===== src/rtl/regfile_pkg.sv =====
// Shared encodings for the register file: write-size codes and sweep FSM states.
package regfile_pkg;

    typedef enum logic [1:0] {
        SZ_BYTE = 2'b00,
        SZ_HALF = 2'b01,
        SZ_WORD = 2'b10,
        SZ_RSVD = 2'b11
    } wr_size_e;

    typedef enum logic {
        CLEAR = 1'b0,
        READY = 1'b1
    } state_e;

endpackage


===== src/rtl/regfile_merge.sv =====
// Combinational write merge: folds byte/halfword/word write data into the old entry.
module regfile_merge
    import regfile_pkg::*;
#(
    parameter int DATA_W = 32
) (
    input  logic [DATA_W-1:0] old_data,
    input  logic [DATA_W-1:0] wr_data,
    input  logic [1:0]        wr_size,
    output logic [DATA_W-1:0] merged
);

    always_comb begin
        // NOTE: default assignment first so no path through the case infers a latch.
        merged = old_data;
        case (wr_size)
            SZ_BYTE: merged[7:0]  = wr_data[7:0];
            SZ_HALF: merged[15:0] = wr_data[15:0];
            SZ_WORD: merged       = wr_data;
            default: merged       = old_data;
        endcase
    end

endmodule


===== src/rtl/regfile_mp.sv =====
// Multi-read-port register file with merged writes, same-cycle bypass,
// optional hard-wired zero register and a post-reset clear sweep.
module regfile_mp
    import regfile_pkg::*;
#(
    parameter int DATA_W   = 32,
    parameter int ADDR_W   = 5,
    parameter int NUM_RD   = 2,
    parameter int ZERO_REG = 1
) (
    input  logic                     clk,
    input  logic                     rst,
    output logic                     busy,
    input  logic [NUM_RD-1:0]        rd_en,
    input  logic [NUM_RD*ADDR_W-1:0] rd_addr,
    output logic [NUM_RD*DATA_W-1:0] rd_data,
    input  logic                     wr_en,
    input  logic [ADDR_W-1:0]        wr_addr,
    input  logic [1:0]               wr_size,
    input  logic [DATA_W-1:0]        wr_data,
    output logic                     wr_err
);

    localparam int DEPTH = 2 ** ADDR_W;

    state_e              state;
    logic [ADDR_W-1:0]   clr_idx;
    logic [DATA_W-1:0]   mem [DEPTH];
    logic [DATA_W-1:0]   merged;
    logic                ready;
    logic                wr_zero;
    logic                wr_rsvd;
    logic                wr_valid;

    // rst is synchronous, so the state register lags it by one edge; gate on it directly.
    assign ready    = (state == READY) && !rst;
    assign busy     = !ready;
    assign wr_zero  = (ZERO_REG != 0) && (wr_addr == '0);
    assign wr_rsvd  = (wr_size == SZ_RSVD);
    assign wr_valid = ready && wr_en && !wr_rsvd && !wr_zero;

    regfile_merge #(.DATA_W(DATA_W)) u_merge (
        .old_data (mem[wr_addr]),
        .wr_data  (wr_data),
        .wr_size  (wr_size),
        .merged   (merged)
    );

    // NOTE: sequential state uses non-blocking assignments so all registers see pre-edge values.
    always_ff @(posedge clk) begin
        if (rst) begin
            state   <= CLEAR;
            clr_idx <= '0;
            wr_err  <= 1'b0;
        end else begin
            wr_err <= (state == READY) && wr_en && wr_rsvd;
            if (state == CLEAR) begin
                clr_idx <= clr_idx + 1'b1;
                if (clr_idx == '1) state <= READY;
            end
        end
    end

    // NOTE: storage is deliberately not reset; the sweep zeroes it one entry per cycle.
    always_ff @(posedge clk) begin
        if (!rst && state == CLEAR) mem[clr_idx] <= '0;
        else if (wr_valid)          mem[wr_addr] <= merged;
    end

    for (genvar i = 0; i < NUM_RD; i++) begin : g_rd
        logic [ADDR_W-1:0] addr;
        logic [DATA_W-1:0] q;

        assign addr = rd_addr[i*ADDR_W +: ADDR_W];

        always_ff @(posedge clk) begin
            if (!ready) begin
                q <= '0;
            end else if (rd_en[i]) begin
                if ((ZERO_REG != 0) && addr == '0) q <= '0;
                else if (wr_valid && wr_addr == addr) q <= merged;
                else q <= mem[addr];
            end
        end

        assign rd_data[i*DATA_W +: DATA_W] = q;
    end

endmodule


===== config.mk =====
export PLATFORM = sky130hd
export DESIGN_NAME = regfile_mp
export DESIGN_NICKNAME = d
export VERILOG_FILES = /design/src/rtl/regfile_pkg.sv /design/src/rtl/regfile_merge.sv /design/src/rtl/regfile_mp.sv
export SDC_FILE = /design/constraint.sdc
export NUM_CORES = 2
export LEC_CHECK = 0
export ABC_CLOCK_PERIOD_IN_PS = 8400
export BUFFER_PORTS_ARGS = -buffer_cell sky130_fd_sc_hd__buf_2
export CAP_MARGIN = 40
export CORE_UTILIZATION = 44
export CTS_CLUSTER_DIAMETER = 100
export DETAILED_ROUTE_END_ITERATION = 8
export PLACE_DENSITY = 0.61
export SLEW_MARGIN = 20
export SYNTH_ARGS = -nofsm -noshare
export SYNTH_HDL_FRONTEND = slang
export SYNTH_SLANG_ARGS = --single-unit

===== constraint.sdc =====
create_clock -name clk -period 8.4 [get_ports clk]
set_clock_uncertainty 0.1 [all_clocks]
set_input_delay 1.68 -clock clk [delete_from_list [all_inputs] [get_ports clk]]
set_output_delay 1.68 -clock clk [all_outputs]
set_load 0.005 [all_outputs]

# After elaboration in Yosys (flattened, before gate mapping)

Memories as Yosys holds them, arrays and structs flattened.
Cells that the tools add are included.
W data, S select, Z words.

Register bits: 71
Latch bits: 0
Bits in writable memories: 1,024
Memory bits (read-only): 0
Word-level logic and storage cells: 51
Memories kept: 1

Memories:

| name | depth | bits a word | read ports | clocked after Yosys merged registers in | wr ports | line             | RTL |
|---|---|---|---|---|---|---|---|
| mem  | 32    | 32          | 3          | 0                                       | 1        | regfile_mp.sv:28 | `logic [DATA_W-1:0] mem [DEPTH];` |

$add $sub $neg: 1
Multipliers: 0
Divide/modulo/power cells: 0
Order comparisons: 0
Equal/unequal tests: 6
Shift operators: 0
Muxes and demuxes: 17
Bitwise logic cells: 1
Reduce and logical (&&, ||, !) cells: 20

Operators by type and width:

| cell                  | count |
|---|---|
| $mux W32              | 5 |
| $reduce_or A32 Y1     | 1 |
| $mux W16              | 1 |
| $mux W8               | 2 |
| $logic_not A5 Y1      | 3 |
| $eq A5 B5 Y1          | 2 |
| $logic_and A1 B1 Y1   | 9 |
| $mux W1               | 8 |
| $add A5 B1 Y5 const B | 1 |
| $eq A5 B5 Y1 const B  | 1 |
| $mux W5               | 1 |
| $eq A2 B2 Y1 const B  | 2 |
| $logic_not A1 Y1      | 4 |
| $reduce_or A3 Y1      | 1 |
| $eq A2 B1 Y1 const B  | 1 |
| $logic_not A2 Y1      | 1 |
| $reduce_or A2 Y1      | 1 |
| $not A1 Y1            | 1 |

# Depth between registers and ports, before layout

Depth in word-level cells: 10
Mapped depth: 11

# Hierarchy

A second synthesis with hierarchy kept.

Cells, all modules: 3,324
Area total of the unflattened synthesis: 58,797.6 µm²

Modules (own cells, without submodules):

| module        | times used | cells each | area an instance (µm²) | sequential area each (µm²) |
|---|---|---|---|---|
| regfile_mp    | 1          | 3,285      | 58,329.7               | 32,170.9 |
| regfile_merge | 1          | 39         | 467.9                  | 0.0 |

# Worst setup path before layout

Ideal clock, no wire load.

Path type: input port to flip-flop
From: input wr_addr[0]
To: memory mem[20][0], enable pin
Arrival time: 4.333 ns
Required time: 7.879 ns
Path slack: 3.546 ns
Stages on the path: 9
Buffers on the path: 5
Cells stage by stage: buf_6 -> buf_12 -> buf_12 -> buf_12 -> nor2_1 -> a21boi_1 -> clkbuf_1 -> a21oi_1 -> nor2_1

Word-level cells in the longest chain between the ends: 8
Elaborated cells on any way between the ends: 9
Those cells by class: mux: 5; reduce/logical: 4

RTL lines:

| element                                             | line             | RTL |
|---|---|---|
| start, declared                                     | regfile_mp.sv:18 | `input logic [ADDR_W-1:0] wr_addr,` |
| $logic_not A5 Y1                                    | regfile_mp.sv:38 | `assign wr_zero = (ZERO_REG != 0) && (wr_addr == '0);` |
| $logic_not A1 Y1                                    | regfile_mp.sv:40 | `assign wr_valid = ready && wr_en && !wr_rsvd && !wr_zero;` |
| $logic_and A1 B1 Y1                                 | regfile_mp.sv:40 |  |
| $mux W1                                             | regfile_mp.sv:67 | `else if (wr_valid) mem[wr_addr] <= merged;` |
| $mux W1                                             | regfile_mp.sv:66 | `if (!rst && state == CLEAR) mem[clr_idx] <= '0;` |
| $mux W1 (implied by the code)                       | regfile_mp.sv:67 |  |
| $reduce_or A32 Y1 (no line)                         | --               |  |
| $mux W5 (no line) / $mux W1 (equally long branches) | --               |  |
| end, declared                                       | regfile_mp.sv:28 |  |

Parallel ways exist; a longest one is shown, timed or not.

# Worst setup path after layout

From: input wr_addr[3]
To: memory mem[24][27], enable pin

The elaborated chain is that of the path after synthesis.

==> reports/summary.txt <==
CP cell instances - buf_2 > buf_4 > nand2_1 > nor3_1 > a41oi_1 > buf_2 > nor2_4 > buf_4
Post-Route M1 WL - 82.8 mm
Top_reg_cell synth - edfxtp_1
Setup Buffers After CTS - 0
Hold Fails Final Rpt - 0
Buffers on Ports - 119
RSZ-0062 raised after global routing - no
HP Start - g_rd[1].q[20]
CP max stage delay - 0.64 ns
Worst hold endpoint - g_rd[1].q[20]
Synth warnings - 0
Req. time, crit path - 8.68 ns
CTS tree - yes
Worst slew pin tran - 1.21 ns
Crit Reg-Reg Endpoint - mem[3][6]
Pwr dens - 189 nW/µm²
Worst-skew pair later-pin latency - 0.77 ns
RePlAce Congestion - 0.896
Sequential fraction of the synthesis area - 0.543
Reg clk slew, reported paths - 0.06 ns
Root buf cell - clkbuf_16
Critical path fanouts, max - 25
Hpwl dp - 132 mm
Final number of max-transition violations - 0
Register-to-Register Path Depth - 7
Post-Syn Instances - 3573
Most frequent cells in the layout - edfxtp_1 (1024), mux4_2 (567), mux2i_1 (389)
Min-delay worst type - reg -> reg
Status - complete, no violations
Dominant cells by area after synthesis - edfxtp_1 (52%), mux4_2 (22%), mux2i_1 (6.6%), dfxtp_1 (2.4%), a22oi_1 (2.2%)
Hold slack final - 0.359 ns
Share of post-route cells with drive strength above 1 - 0.311
Max clock buf depth - 3
Reg-to-reg slack, setup - 4.44 ns
Starting Density - 0.444
Library cells used by synthesis - 74
Final Critical Period - 4.93 ns
Highest routed layer - met5
Max Cap Violations - 0
Height of the die - 369 µm
Crit end category - flip-flop
Post-CTS Hold Fix Bufs - 0
Largest net degree at the start of global routing - 121
Setup crit start kind - primary input
WP buf/inv - 4
Max Fclk - 0.203 GHz
Initial antenna violation count - 7
Final Setup Violations - 0
Starting DRC count in detailed routing - 5961
First-pass GRT wire length - 308 mm
GRT Total Usage - 0.322
Die ar. - 136000 µm²
DRC viols - 0
Die width - 369 µm
Leak - 23.5 nW
Area Overhead vs Synth - 12.0%
Final net count - 3714
Ys async rst share - 0
Hold depth - 2
Worst VDD drop - 167 µV
Top-level I/O count - 120
Most common cell after layout, fill and taps aside - edfxtp_1
Crit Path Class - in -> reg
Via count - 40446
CTS H-tree lvls - 3
DR WL/cell - 39.9 µm
Post-CTS sizing - 0
Leading area contributor after synthesis - edfxtp_1
Final ANT Viol Nets - 0
Congestion Overflow GR - 0
Met2 routed WL - 96.3 mm
Num CTS Buffers - 116
RR Startpoint - state
Clock Sink Count - 1095
Arr. time, crit path - 5.21 ns
Post-Syn Area per Cell - 16.6 µm²
WL met3 - 29.5 mm
Final worst-path cycle share - 0.587
Top cell family by delay on the critical path - buffers and inverters
Post-synth EDFFs - 1024
Setup TNS - 0 ns
#FFs+latches synth - 1095
Post-DR vias/cell - 7.32
Max_slew headroom - 0.195
Iteration count of the initial detailed-routing pass - 6
Total power - 12.6 mW
Post-Syn Area - 59200 µm²
Row count - 134
Core area - 133000 µm²
Mapped Nets - 3632
DRT Wirelength - 221 mm
Vias in the first global route - 39562
Critical-path top delay cell - buf_4
Post-synth top area share - 0.519
==> cell type report <==
type,instances,area (µm²)
inverter,7,26.3
tap,1768,2210
timing repair buffer,299,2500
clock inverter,67,716
sequential,1095,32200
clock buffer,153,3340
fill,11064,67100
antenna,4,10.0
multi-input combinational,2136,25300
==> flip-flops by register name, summed over array words and instances (netlist names) <==
| name | count |
|---|---|
| clr_idx | 5 |
| g_rd.q | 64 |
| mem | 1024 |
| state | 1 |
| wr_err | 1 |
==> routing by layer <==
layer,GRT usage,up-vias
li1,-,15508
met1,0.439,21148
met2,0.470,3176
met3,0.0942,610
met4,0.157,4
met5,0,-
==> cells in the mapped netlist, drive strengths merged, types with 44 or more instances <==
cell type,instances
edfxtp,1024
nand3,44
a221oi,44
buf,212
o22ai,67
mux2i,389
nand2,92
a21oi,44
a22oi,173
nor2,165
mux4,594
dfxtp,71
o21ai,80
clkbuf,120
a22o,57
==> report_power, final <==
group	internal, mW	leakage (nW)	switching [mW]
Combinational	0.436	10.1	0.720
Sequential	5.91	11.4	0.0243
Clock	3.20	2.00	2.28
==> metrics by stage <==
step	cells	instance area [µm²]	setup slack, ns	util
6_report	5529	66300	3.47	0.497
2_1_floorplan	3573	59200	3.55	-
3_3_place_gp	5261	61500	2.63	0.461
5_1_grt	5525	66300	3.54	0.497
3_5_place_dp	5296	62200	2.83	0.466
4_1_cts	5516	66200	3.64	0.496
==> how the worst max path moves through the flow <==
stage,startpoint,endpoint,slack [ns],cells past startpoint
floorplan,wr_addr[0],mem[20][0],3.55,9
global placement,wr_size[0],mem[0][10],2.63,7
detailed placement,wr_addr[0],mem[16][16],2.83,8
CTS,wr_addr[0],mem[16][22],3.64,8
global route,wr_addr[3],mem[24][8],3.54,8
finish,wr_addr[3],mem[24][27],3.47,8
==> cells by family after synthesis <==
group	after synthesis	share of synthesized area
flip-flops	1095	0.543
multiplexers	998	0.296
AO/OA/AOI/OAI	682	0.0880
AND/OR/NAND/NOR	438	0.0343
buffers and inverters	342	0.0355
XOR/XNOR	13	0.00192
adder cells (fa/ha/maj)	5	0.00106
==> worst register-to-register path, delay by kind of cell (launching register included) <==
| kind | cells | cell delay, ns |
|---|---|---|
| and+or+nand+nor | 2 | 1.00 |
| buffers and inverters | 3 | 1.17 |
| DFF | 1 | 0.58 |
| AOI/OAI and AO/OA | 2 | 0.66 |
No activity file was read; power rests on OpenSTA's default activity.
